==> config.mk <==
export PLATFORM = sky130hd
export DESIGN_NAME = alu_result_fifo_flat
export DESIGN_NICKNAME = d
export VERILOG_FILES = /design/src/rtl/alu_result_fifo_if.sv /design/src/rtl/alu_result_fifo.sv /design/src/flat_wrapper.sv
export SDC_FILE = /design/constraint.sdc
export NUM_CORES = 1
export LEC_CHECK = 0
export ABC_AREA = 1
export CORE_UTILIZATION = 47
export CTS_BUF_LIST = sky130_fd_sc_hd__clkbuf_8
export DETAILED_ROUTE_END_ITERATION = 10
export PLACE_DENSITY_LB_ADDON = 0.3
export SYNTH_ARGS = -nofsm -noshare
export SYNTH_HDL_FRONTEND = slang
export SYNTH_SLANG_ARGS = --single-unit
==> constraint.sdc <==
create_clock -name clk -period 3.22 [get_ports clk]
set_clock_uncertainty 0.1 [all_clocks]
set_input_delay 0.966 -clock clk [delete_from_list [all_inputs] [get_ports clk]]
set_output_delay 0.966 -clock clk [all_outputs]
set_load 0.01 [all_outputs]
==> src/rtl/alu_result_fifo_if.sv <==
// Result-collector bus between the ALU consumer side and the downstream reader.
// RESULT_CHECKSUM_EN adds the running csum signal.
interface alu_result_fifo_if #(
  parameter int unsigned DATAW = 16,
  parameter int unsigned DEPTH = 8
);
  localparam int unsigned AW = $clog2(DEPTH);

  logic             ena;
  logic             in_valid;
  logic [DATAW-1:0] d_in;
  logic [1:0]       op_in;
  logic             in_ready;
  logic             rd_en;
  logic             rd_valid;
  logic [DATAW-1:0] rd_data;
  logic [1:0]       rd_op;
  logic [AW:0]      count;
  logic             empty;
  logic             full;
  logic             ovf;
  logic [7:0]       drop_cnt;
`ifdef RESULT_CHECKSUM_EN
  logic [DATAW-1:0] csum;

  modport master (
    output ena, in_valid, d_in, op_in, rd_en,
    input  in_ready, rd_valid, rd_data, rd_op, count, empty, full, ovf, drop_cnt, csum
  );
  modport slave (
    input  ena, in_valid, d_in, op_in, rd_en,
    output in_ready, rd_valid, rd_data, rd_op, count, empty, full, ovf, drop_cnt, csum
  );
`else
  modport master (
    output ena, in_valid, d_in, op_in, rd_en,
    input  in_ready, rd_valid, rd_data, rd_op, count, empty, full, ovf, drop_cnt
  );
  modport slave (
    input  ena, in_valid, d_in, op_in, rd_en,
    output in_ready, rd_valid, rd_data, rd_op, count, empty, full, ovf, drop_cnt
  );
`endif
endinterface

==> src/rtl/alu_result_fifo.sv <==
// Collects ALU {op, result} pairs into a FIFO drained by a read strobe with registered data.
// Optional RESULT_CHECKSUM_EN keeps a running modular sum of accepted writes on csum.
module alu_result_fifo #(
  parameter int unsigned DATAW = 16,
  parameter int unsigned DEPTH = 8
) (
  input logic             clk,
  input logic             rst,
  alu_result_fifo_if.slave bus
);
  localparam int unsigned AW = $clog2(DEPTH);
  localparam logic [AW:0] FullCount = (AW + 1)'(DEPTH);

  logic [DATAW+1:0] mem [DEPTH];

  logic [AW-1:0]    wrPtrQ;
  logic [AW-1:0]    rdPtrQ;
  logic [AW:0]      countQ;
  logic             rdValidQ;
  logic [DATAW-1:0] rdDataQ;
  logic [1:0]       rdOpQ;
  logic             ovfQ;
  logic [7:0]       dropCntQ;

  logic fullS;
  logic emptyS;
  logic wrAcc;
  logic wrDrop;
  logic rdAcc;

  // Full is taken from registered count, so a same-cycle read never rescues a write while full.
  assign fullS  = (countQ == FullCount);
  assign emptyS = (countQ == '0);
  assign wrAcc  = bus.ena & bus.in_valid & ~fullS;
  assign wrDrop = bus.ena & bus.in_valid & fullS;
  assign rdAcc  = bus.rd_en & ~emptyS;

  always_ff @(posedge clk) begin
    if (wrAcc) begin
      mem[wrPtrQ] <= {bus.op_in, bus.d_in};
    end
  end

  always_ff @(posedge clk) begin
    if (rst) begin
      wrPtrQ   <= '0;
      rdPtrQ   <= '0;
      countQ   <= '0;
      rdValidQ <= 1'b0;
      rdDataQ  <= '0;
      rdOpQ    <= '0;
      ovfQ     <= 1'b0;
      dropCntQ <= '0;
    end else begin
      rdValidQ <= rdAcc;
      if (wrAcc) begin
        wrPtrQ <= wrPtrQ + 1'b1;
      end
      if (rdAcc) begin
        rdPtrQ           <= rdPtrQ + 1'b1;
        {rdOpQ, rdDataQ} <= mem[rdPtrQ];
      end
      unique case ({wrAcc, rdAcc})
        2'b10:   countQ <= countQ + 1'b1;
        2'b01:   countQ <= countQ - 1'b1;
        default: countQ <= countQ;
      endcase
      if (wrDrop) begin
        ovfQ <= 1'b1;
        if (dropCntQ != 8'hFF) begin
          dropCntQ <= dropCntQ + 1'b1;
        end
      end
    end
  end

`ifdef RESULT_CHECKSUM_EN
  logic [DATAW-1:0] csumQ;

  always_ff @(posedge clk) begin
    if (rst) begin
      csumQ <= '0;
    end else if (wrAcc) begin
      csumQ <= csumQ + bus.d_in + DATAW'(bus.op_in);
    end
  end

  assign bus.csum = csumQ;
`endif

  assign bus.in_ready = ~fullS;
  assign bus.full     = fullS;
  assign bus.empty    = emptyS;
  assign bus.count    = countQ;
  assign bus.rd_valid = rdValidQ;
  assign bus.rd_data  = rdDataQ;
  assign bus.rd_op    = rdOpQ;
  assign bus.ovf      = ovfQ;
  assign bus.drop_cnt = dropCntQ;
endmodule

==> src/flat_wrapper.sv <==
// flat-port wrapper written by rule: the top's interface ports become plain ports
module alu_result_fifo_flat 
#(
  parameter int unsigned DATAW = 16,
  parameter int unsigned DEPTH = 8
)
  (clk, rst, bus_ena, bus_in_valid, bus_d_in, bus_op_in, bus_rd_en, bus_in_ready, bus_rd_valid, bus_rd_data, bus_rd_op, bus_count, bus_empty, bus_full, bus_ovf, bus_drop_cnt);
  alu_result_fifo_if #(.DATAW(DATAW), .DEPTH(DEPTH)) bus_i ();
  input logic clk;
  input logic rst;
  input wire logic [$bits(bus_i.ena)-1:0] bus_ena;
  input wire logic [$bits(bus_i.in_valid)-1:0] bus_in_valid;
  input wire logic [$bits(bus_i.d_in)-1:0] bus_d_in;
  input wire logic [$bits(bus_i.op_in)-1:0] bus_op_in;
  input wire logic [$bits(bus_i.rd_en)-1:0] bus_rd_en;
  output wire logic [$bits(bus_i.in_ready)-1:0] bus_in_ready;
  output wire logic [$bits(bus_i.rd_valid)-1:0] bus_rd_valid;
  output wire logic [$bits(bus_i.rd_data)-1:0] bus_rd_data;
  output wire logic [$bits(bus_i.rd_op)-1:0] bus_rd_op;
  output wire logic [$bits(bus_i.count)-1:0] bus_count;
  output wire logic [$bits(bus_i.empty)-1:0] bus_empty;
  output wire logic [$bits(bus_i.full)-1:0] bus_full;
  output wire logic [$bits(bus_i.ovf)-1:0] bus_ovf;
  output wire logic [$bits(bus_i.drop_cnt)-1:0] bus_drop_cnt;
  assign bus_i.ena = bus_ena;
  assign bus_i.in_valid = bus_in_valid;
  assign bus_i.d_in = bus_d_in;
  assign bus_i.op_in = bus_op_in;
  assign bus_i.rd_en = bus_rd_en;
  assign bus_in_ready = bus_i.in_ready;
  assign bus_rd_valid = bus_i.rd_valid;
  assign bus_rd_data = bus_i.rd_data;
  assign bus_rd_op = bus_i.rd_op;
  assign bus_count = bus_i.count;
  assign bus_empty = bus_i.empty;
  assign bus_full = bus_i.full;
  assign bus_ovf = bus_i.ovf;
  assign bus_drop_cnt = bus_i.drop_cnt;
  alu_result_fifo #(.DATAW(DATAW), .DEPTH(DEPTH)) u_core (.clk(clk), .rst(rst), .bus(bus_i));
endmodule
==> results.sh, run 1 <==
export IMPL_slowest_delay_ns=0.53
export IMPL_syn_cell_area_mm2=0.00777
export IMPL_antenna_found_initial=0
export IMPL_rsz0062_at_grt="no"
export IMPL_fin_setup_tns_ns=0
export IMPL_synth_net_count=815
export IMPL_cts_tree="built"
export IMPL_finalCriticalPeriod_ns=2.82
export IMPL_min_path_type="flip-flop to flip-flop"
export IMPL_clockBufferDepth=2
export IMPL_grt_usage_pct=20.0
export IMPL_grt_pass1_wl_um=25100
export IMPL_worst_pin_slew_ns=0.800
export IMPL_fp_dieH_um=131
export IMPL_wire_per_inst_um=14.8
export IMPL_crit_family="buffers and inverters"
export IMPL_overflow=0
export IMPL_leakagePower_uw=0.00370
export IMPL_ctsHtreeMaxLevel=4
export IMPL_numClockSinks=182
export IMPL_cp_max_fo=5
export IMPL_area_delta_synth_final_pct=16.3
export IMPL_layout_common_cells="238 x nand2_1, 144 x edfxtp_1, 129 x inv_1, 116 x nand3_1, 57 x clkdlybuf4s50_1"
export IMPL_die_area_mm2=0.0170
export IMPL_drv_slew=0
export IMPL_holdBufCountCts=0
export IMPL_cp_cell_sequence="nor2_2 -> nand3_2 -> inv_1 -> clkdlybuf4s50_1"
export IMPL_yosysUniqueCellTypes=29
export IMPL_die_x_um=131
export IMPL_num_vias=5313
export IMPL_num_rows=46
export IMPL_insertion_delay_ns=0.45
export IMPL_max_slew_margin_rel_pct=46.4
export IMPL_grt_pass1_vias=4862
export IMPL_drt_initial_drc_count=425
export IMPL_path_buf_inv=2
export IMPL_avgSynthCellArea_um2=9.89
export IMPL_num_io_pins=58
export IMPL_grt_max_degree=74
export IMPL_wl_um=15900
export IMPL_cpMaxStageDelayCell="clkdlybuf4s50_1"
export IMPL_ys_ff_latch=182
export IMPL_arrival_ns=1.76
export IMPL_max_vdd_ir_drop_mv=0.333
export IMPL_hpwl_um=9290
export IMPL_cts_root_buf="clkbuf_8"
export IMPL_final_layout_size_suffix_gt1_share_pct=7.80
export IMPL_yosys_warnings=0
export IMPL_p_per_area_mw_per_mm2=669
export IMPL_post_cts_resized=0
export IMPL_drc=0
export IMPL_start_kind="flip-flop"
export IMPL_n_antenna_cell=0
export IMPL_fmax_mhz=354
export IMPL_p_total_uw=6050
export IMPL_firstDrtPassIters=4
export IMPL_final_common_cell="nand2_1"
export IMPL_hold_viol_final=0
export IMPL_status="finished, final reports clean"
export IMPL_setup_viol=0
export IMPL_crit_path_end_kind="primary output"
export IMPL_syn_inst=785
export IMPL_initial_core_util_pct=48.5
export IMPL_cts_reportedPaths_clkPinSlew_ns=0.09
export IMPL_postCtsSetupBuffers=0
export IMPL_ys_seq_area_share_pct=65.5
export IMPL_cts_made_buffers=17
export IMPL_required_ns=2.15
export IMPL_place_congestion=0.780
export IMPL_layout_nets=877
export IMPL_drv_cap=0
export IMPL_coreArea_mm2=0.0160
export IMPL_path_class="flip-flop to primary output"
export IMPL_via_per_inst=4.94
export IMPL_drtAntennaViolNets=0
export IMPL_fillers=1420
export IMPL_period_share_pct=87.7
export IMPL_port_buffers=57
[cell type report]
type	count	area, um2	area share (%)
sequential	182	5090	56.3
inverter	132	495	5.48
multi-input combinational	438	2010	22.3
timing repair buffer	76	751	8.31
clock inverter	13	170	1.88
tap	216	270	2.99
clock buffer	18	248	2.74
[through the flow]
step / setup slack [ns] / cells / utilization [%] / instance area, um2 / hold WS [ns]
after floorplan: 0.186 / 785 / - / 7770 / 0.358
after global placement: 0.198 / 1044 / 53.9 / 8620 / 0.349
after detailed placement: 0.146 / 1044 / 53.9 / 8620 / 0.359
after CTS: 0.352 / 1075 / 56.5 / 9030 / 0.373
after global routing: 0.259 / 1075 / 56.5 / 9030 / 0.389
final: 0.395 / 1075 / 56.5 / 9030 / 0.368
[state kept, by name (all words and copies together), names as in the netlist]
register             flops
u_core.bus.count         4
u_core.wrPtrQ            3
u_core.mem             144
u_core.bus.drop_cnt      8
u_core.bus.rd_data      16
u_core.rdPtrQ            3
u_core.bus.ovf           1
u_core.bus.rd_op         2
u_core.bus.rd_valid      1
[power by group]
part	leakage [uW]	switching (uW)	total, uW	internal (uW)
Clock	0.000203	830	1620	794
Sequential	0.00161	77.1	2760	2680
Combinational	0.00188	1040	1660	623
[cells by family (layout without fill, tap and decap cells)]
family / count (synthesis) / in the layout / synth area share, %
buf+inv: 165 / 239 / 8.97
simple gates: 384 / 384 / 21.0
compound gates: 42 / 42 / 2.74
flops: 182 / 182 / 65.5
fa+ha+maj: 7 / 7 / 1.22
xor+xnor: 5 / 5 / 0.564
[metal layers]
layer  GRT usage (%)  vias to the layer above  part of all wire (%)  wire (um)
met5               0                        -                     0          0
met4            6.83                        0                   1.2        199
met3            3.75                       18                   4.2        664
met2            34.2                      119                    50       7960
met1            25.6                     2519                    45       7110
li1                -                     2657                     -          -
[synth_stat cells (all sizes together)]
| cell | number | area (um2) |
|---|---|---|
| nand2 | 239 | 900 |
| edfxtp | 144 | 4320 |
| inv | 131 | 492 |
| nand3 | 117 | 591 |
| dfxtp | 38 | 761 |
| a21oi | 32 | 160 |
| buf | 23 | 164 |
| nor2 | 17 | 76.3 |
| clkbuf | 10 | 37.5 |
| o21ai | 9 | 45.0 |
| ha | 6 | 75.1 |
| nor3 | 5 | 25.0 |
| xor2 | 4 | 35.0 |
| nand3b | 2 | 15.0 |
| and3 | 1 | 6.26 |
| clkinv | 1 | 3.75 |
| fa | 1 | 20.0 |
| nand4 | 1 | 6.26 |
| nor3b | 1 | 7.51 |
| o21a | 1 | 7.51 |
| or2 | 1 | 6.26 |
| xnor2 | 1 | 8.76 |
[worst min-delay path, cell delays in order, from the launching register on]
cell and delay [ns]:
dfxtp_1 0.32, nand2_1 0.06, a21oi_1 0.05
[final timing paths]
| kind | start | endpoint | slack, ns | depth (start not counted) |
|---|---|---|---|---|
| worst max-delay path | u_core.bus.count[1]$_SDFFE_PP0P_ | bus_full | 0.40 | 4 |
| worst max register to register | u_core.bus.count[1]$_SDFFE_PP0P_ | u_core.bus.count[3]$_SDFFE_PP0P_ | 1.07 | 12 |
| worst min-delay path | u_core.bus.rd_data[6]$_SDFFE_PP0P_ | u_core.bus.rd_data[6]$_SDFFE_PP0P_ | 0.37 | 2 |
| worst min register to register | u_core.bus.rd_data[6]$_SDFFE_PP0P_ | u_core.bus.rd_data[6]$_SDFFE_PP0P_ | 0.37 | 2 |
Note: power is estimated with default switching activity, not from simulation.
==> run 2, diff against run 1 <==
CORE_MARGIN = 1.5   (was default)
==> results.sh, run 2 (synthesized netlist as in run 1, its figures left out) <==
export IMPL_finalCriticalPeriod_ns=2.83
export IMPL_postCtsSetupBuffers=0
export IMPL_cts_made_buffers=17
export IMPL_period_share_pct=87.9
export IMPL_clockBufferDepth=2
export IMPL_required_ns=2.15
export IMPL_dp_cells=1043
export IMPL_fin_setup_tns_ns=0
export IMPL_path_class="flip-flop to primary output"
export IMPL_rsz0062_at_grt="no"
export IMPL_hpwl_um=9310
export IMPL_fillers=1445
export IMPL_ctsHtreeMaxLevel=4
export IMPL_coreArea_mm2=0.0160
export IMPL_multi_input_area_mm2=0.00201
export IMPL_drv_slew=0
export IMPL_place_congestion=0.773
export IMPL_post_cts_resized=0
export IMPL_die_x_um=132
export IMPL_wl_um=15900
export IMPL_cts_root_buf="clkbuf_8"
export IMPL_largest_register_ffs=144
export IMPL_overflow=0
export IMPL_layout_common_cells="238 x nand2_1, 144 x edfxtp_1, 132 x inv_1, 116 x nand3_1, 57 x clkdlybuf4s50_1"
export IMPL_p_per_area_mw_per_mm2=659
export IMPL_final_layout_size_suffix_gt1_share_pct=7.10
export IMPL_insertion_delay_ns=0.45
export IMPL_fp_dieH_um=132
export IMPL_grt_usage_pct=19.3
export IMPL_max_vdd_ir_drop_mv=0.254
export IMPL_setup_viol=0
export IMPL_drv_cap=0
export IMPL_arrival_ns=1.76
export IMPL_numClockSinks=182
export IMPL_whs_ns=0.365
export IMPL_num_rows=46
export IMPL_cts_reportedPaths_clkPinSlew_ns=0.08
export IMPL_cp_max_fo=5
export IMPL_seq_area_mm2=0.00509
export IMPL_n_antenna_cell=0
export IMPL_holdBufCountCts=0
export IMPL_max_slew_margin_rel_pct=44.1
export IMPL_grt_max_degree=75
export IMPL_drtAntennaViolNets=0
export IMPL_min_path_type="flip-flop to flip-flop"
export IMPL_crit_path_end_kind="primary output"
export IMPL_cts_tree="built"
export IMPL_antenna_found_initial=0
export IMPL_fmax_mhz=353
export IMPL_drc=0
export IMPL_final_instance_count_excl_fill=1075
export IMPL_firstDrtPassIters=5
export IMPL_die_area_mm2=0.0173
export IMPL_wire_per_inst_um=14.8
export IMPL_layout_nets=876
export IMPL_status="finished, final reports clean"
export IMPL_initial_core_util_pct=48.5
export IMPL_largest_register="u_core.mem"
export IMPL_drt_initial_drc_count=368
export IMPL_worst_pin_slew_ns=0.834
export IMPL_grt_pass1_wl_um=25700
export IMPL_area_delta_synth_final_pct=15.8
export IMPL_port_buffers=57
export IMPL_start_kind="flip-flop"
export IMPL_num_vias=5284
export IMPL_hold_viol_final=0
export IMPL_final_common_cell="nand2_1"
export IMPL_via_per_inst=4.92
export IMPL_leakagePower_uw=0.00369
export IMPL_num_io_pins=58
export IMPL_grt_pass1_vias=5035
export IMPL_p_total_uw=5930
## run 2: cell types whose count changed in the layout (fill, tap and decap cells not counted)
cell / change
clkinv_4: -2
clkinv_2: +3
clkinv_1: +3
clkbuf_8: -1
buf_4: -1
clkinvlp_4: -1
inv_6: -4
inv_1: +3
## run 2: final cells by class
class | count | area share (%)
sequential | 182 | 56.6
multi-input combinational | 438 | 22.4
timing repair buffer | 75 | 8.27
inverter | 132 | 5.51
tap | 216 | 3.01
clock buffer | 17 | 2.60
clock inverter | 15 | 1.64
## run 2: metrics by stage
step / area, um2 / setup WS, ns / util (%)
2_1_floorplan: 7770 / 0.186 / -
3_3_place_gp: 8610 / 0.191 / 53.8
3_5_place_dp: 8610 / 0.166 / 53.8
4_1_cts: 8990 / 0.356 / 56.2
5_1_grt: 8990 / 0.255 / 56.2
6_report: 8990 / 0.390 / 56.2
## run 2: per-layer routing
| metal | routed length (um) | track usage [%] | up-vias |
|---|---|---|---|
| met5 | 0 | 0 | - |
| met4 | 244 | 6.85 | 0 |
| met3 | 772 | 3.97 | 23 |
| met2 | 7760 | 32.2 | 143 |
| met1 | 7160 | 25.0 | 2462 |
| li1 | - | - | 2656 |
## run 2: final timing paths
path                                       start  slack [ns]                                   to  cells after the start
min          u_core.bus.rd_data[13]$_SDFFE_PP0P_        0.37  u_core.bus.rd_data[13]$_SDFFE_PP0P_                      2
max reg2reg     u_core.bus.count[1]$_SDFFE_PP0P_        1.06     u_core.bus.count[3]$_SDFFE_PP0P_                     12
min reg2reg  u_core.bus.rd_data[13]$_SDFFE_PP0P_        0.37  u_core.bus.rd_data[13]$_SDFFE_PP0P_                      2
max             u_core.bus.count[1]$_SDFFE_PP0P_        0.39                             bus_full                      4
## run 2: report_power, final
part | total, uW | internal (uW) | switching [uW]
clock | 1500 | 744 | 752
sequential | 2760 | 2680 | 78.4
combinational | 1670 | 626 | 1040
total | 5930 | 4050 | 1870
## run 2: worst max-delay path: stages, from the launching register on
cell and delay [ns]:
dfxtp_1 0.38, nor2_2 0.14, nand3_2 0.15, inv_1 0.11, clkdlybuf4s50_1 0.54
==> run 3, diff against run 2 <==
SKIP_LAST_GASP = 1   (was default)
clock period = 2.4 ns   (was 3.22 ns; I/O delays follow)
==> results.sh, run 3 (synthesized netlist as in run 1, its figures left out) <==
export IMPL_area_delta_synth_final_pct=18.2
export IMPL_max_vdd_ir_drop_mv=0.480
export IMPL_initial_core_util_pct=48.5
export IMPL_n_antenna_cell=0
export IMPL_fin_setup_tns_ns=0
export IMPL_arrival_ns=1.50
export IMPL_layout_nets=894
export IMPL_finalCriticalPeriod_ns=2.32
export IMPL_die_area_mm2=0.0173
export IMPL_layout_common_cells="238 x nand2_1, 144 x edfxtp_1, 129 x inv_1, 116 x nand3_1, 54 x clkdlybuf4s50_1"
export IMPL_cts_tree="built"
export IMPL_status="finished, final reports clean"
export IMPL_wl_um=16400
export IMPL_cp_max_fo=7
export IMPL_cts_root_buf="clkbuf_8"
export IMPL_seq_power_share_pct=45.1
export IMPL_combPwrFrac_pct=28.1
export IMPL_path_buf_inv=1
export IMPL_multi_input_area_mm2=0.00201
export IMPL_p_switching_uw=2680
export IMPL_insertion_delay_ns=0.47
export IMPL_num_rows=46
export IMPL_p_per_area_mw_per_mm2=896
export IMPL_rsz0062_at_grt="no"
export IMPL_largest_register="u_core.mem"
export IMPL_place_congestion=0.750
export IMPL_final_common_cell="nand2_1"
export IMPL_setup_viol=0
export IMPL_crit_family="buffers and inverters"
export IMPL_drtAntennaViolNets=0
export IMPL_max_slew_margin_rel_pct=51.0
export IMPL_ctsHtreeMaxLevel=4
export IMPL_cts_made_buffers=17
export IMPL_grt_pass1_vias=5190
export IMPL_fillers=1386
export IMPL_leakagePower_uw=0.00380
export IMPL_final_instance_count_excl_fill=1093
export IMPL_crit_path_end_kind="primary output"
export IMPL_overflow=0
export IMPL_num_io_pins=58
export IMPL_required_ns=1.58
export IMPL_drc=0
export IMPL_largest_register_ffs=144
export IMPL_intPower_uw=5540
export IMPL_grt_usage_pct=20.2
export IMPL_cts_reportedPaths_clkPinSlew_ns=0.10
export IMPL_post_cts_resized=5
export IMPL_grt_max_degree=75
export IMPL_postCtsSetupBuffers=0
export IMPL_fp_dieH_um=132
export IMPL_via_per_inst=4.96
export IMPL_min_path_type="flip-flop to flip-flop"
export IMPL_drt_initial_drc_count=458
export IMPL_start_kind="flip-flop"
export IMPL_coreArea_mm2=0.0160
export IMPL_port_buffers=57
export IMPL_firstDrtPassIters=6
export IMPL_die_x_um=132
export IMPL_p_total_uw=8220
export IMPL_dp_cells=1061
export IMPL_period_share_pct=96.6
export IMPL_finish_utilization_pct=57.4
export IMPL_hpwl_um=10300
export IMPL_worst_pin_slew_ns=0.734
export IMPL_numClockSinks=182
export IMPL_clockBufferDepth=2
export IMPL_path_class="flip-flop to primary output"
export IMPL_drv_slew=0
export IMPL_cp_cell_sequence="clkdlybuf4s50_1"
export IMPL_grt_pass1_wl_um=27000
export IMPL_cpMaxStageDelayCell="clkdlybuf4s50_1"
export IMPL_antenna_found_initial=0
export IMPL_slowest_delay_ns=0.58
export IMPL_switching_share_pct=32.6
export IMPL_final_layout_size_suffix_gt1_share_pct=9.81
export IMPL_num_vias=5418
export IMPL_wire_per_inst_um=15.0
export IMPL_fmax_mhz=431
export IMPL_hold_viol_final=0
export IMPL_p_clk_share_pct=26.8
export IMPL_seq_area_mm2=0.00509
export IMPL_holdBufCountCts=0
export IMPL_drv_cap=0
run 3: cell types whose count changed in the layout (fill, tap and decap cells not counted), sizes merged:
cell / delta
clkinvlp: +1
clkinv: -5
clkdlybuf4s50: -3
dlygate4sd2: +3
buf: +18
inv: +4
run 3: power groups by stage:
stage / combinational, uW / clock, uW / sequential (uW)
2_1_floorplan: 1470 / 0 / 3820
3_3_place_gp: 2320 / 0 / 3780
3_5_place_dp: 2340 / 0 / 3780
4_1_cts: 2340 / 2240 / 3710
5_1_grt: 2600 / 2370 / 3730
6_report: 2310 / 2200 / 3710
run 3: routing by layer:
layer	global-route usage (%)	part of all wire (%)
met5	0	0
met2	32.1	48
met4	6.30	1.6
met3	4.78	6.5
met1	27.4	44
run 3: worst paths after layout:
path	startpoint	endpoint	slack [ns]	depth (start not counted)
max	u_core.bus.drop_cnt[6]$_SDFFE_PP0P_	bus_drop_cnt[6]	0.08	1
min	u_core.bus.rd_data[1]$_SDFFE_PP0P_	u_core.bus.rd_data[1]$_SDFFE_PP0P_	0.37	2
max reg2reg	u_core.bus.count[0]$_SDFFE_PP0P_	u_core.bus.count[3]$_SDFFE_PP0P_	0.32	12
min reg2reg	u_core.bus.rd_data[1]$_SDFFE_PP0P_	u_core.bus.rd_data[1]$_SDFFE_PP0P_	0.37	2
run 3: worst register-to-register path: cells and delay by family (launching register included):
kind                     cells  cell delay (ns)
AO/OA/AOI/OAI                1             0.11
buffers and inverters        1             0.07
flip-flops                   1             0.35
adder cells (fa/ha/maj)      2             0.49
AND/OR/NAND/NOR              8             0.89
run 3: layout make-up:
class,instances,area share (%)
flip-flops and latches,182,55.4
inverters,132,5.40
well taps,216,2.94
clock buffers,17,2.55
clock inverters,15,2.09
multi-input cells,438,21.9
repair buffers,93,9.66
run 3: per-stage QoR:
stage	hold slack, ns	setup slack (ns)	instance area [um2]
floorplan	0.358	-0.388	7770
global placement	0.350	-0.309	8760
detailed placement	0.356	-0.339	8760
CTS	0.370	0.0612	9180
global route	0.384	0.00236	9180
finish	0.366	0.0804	9180
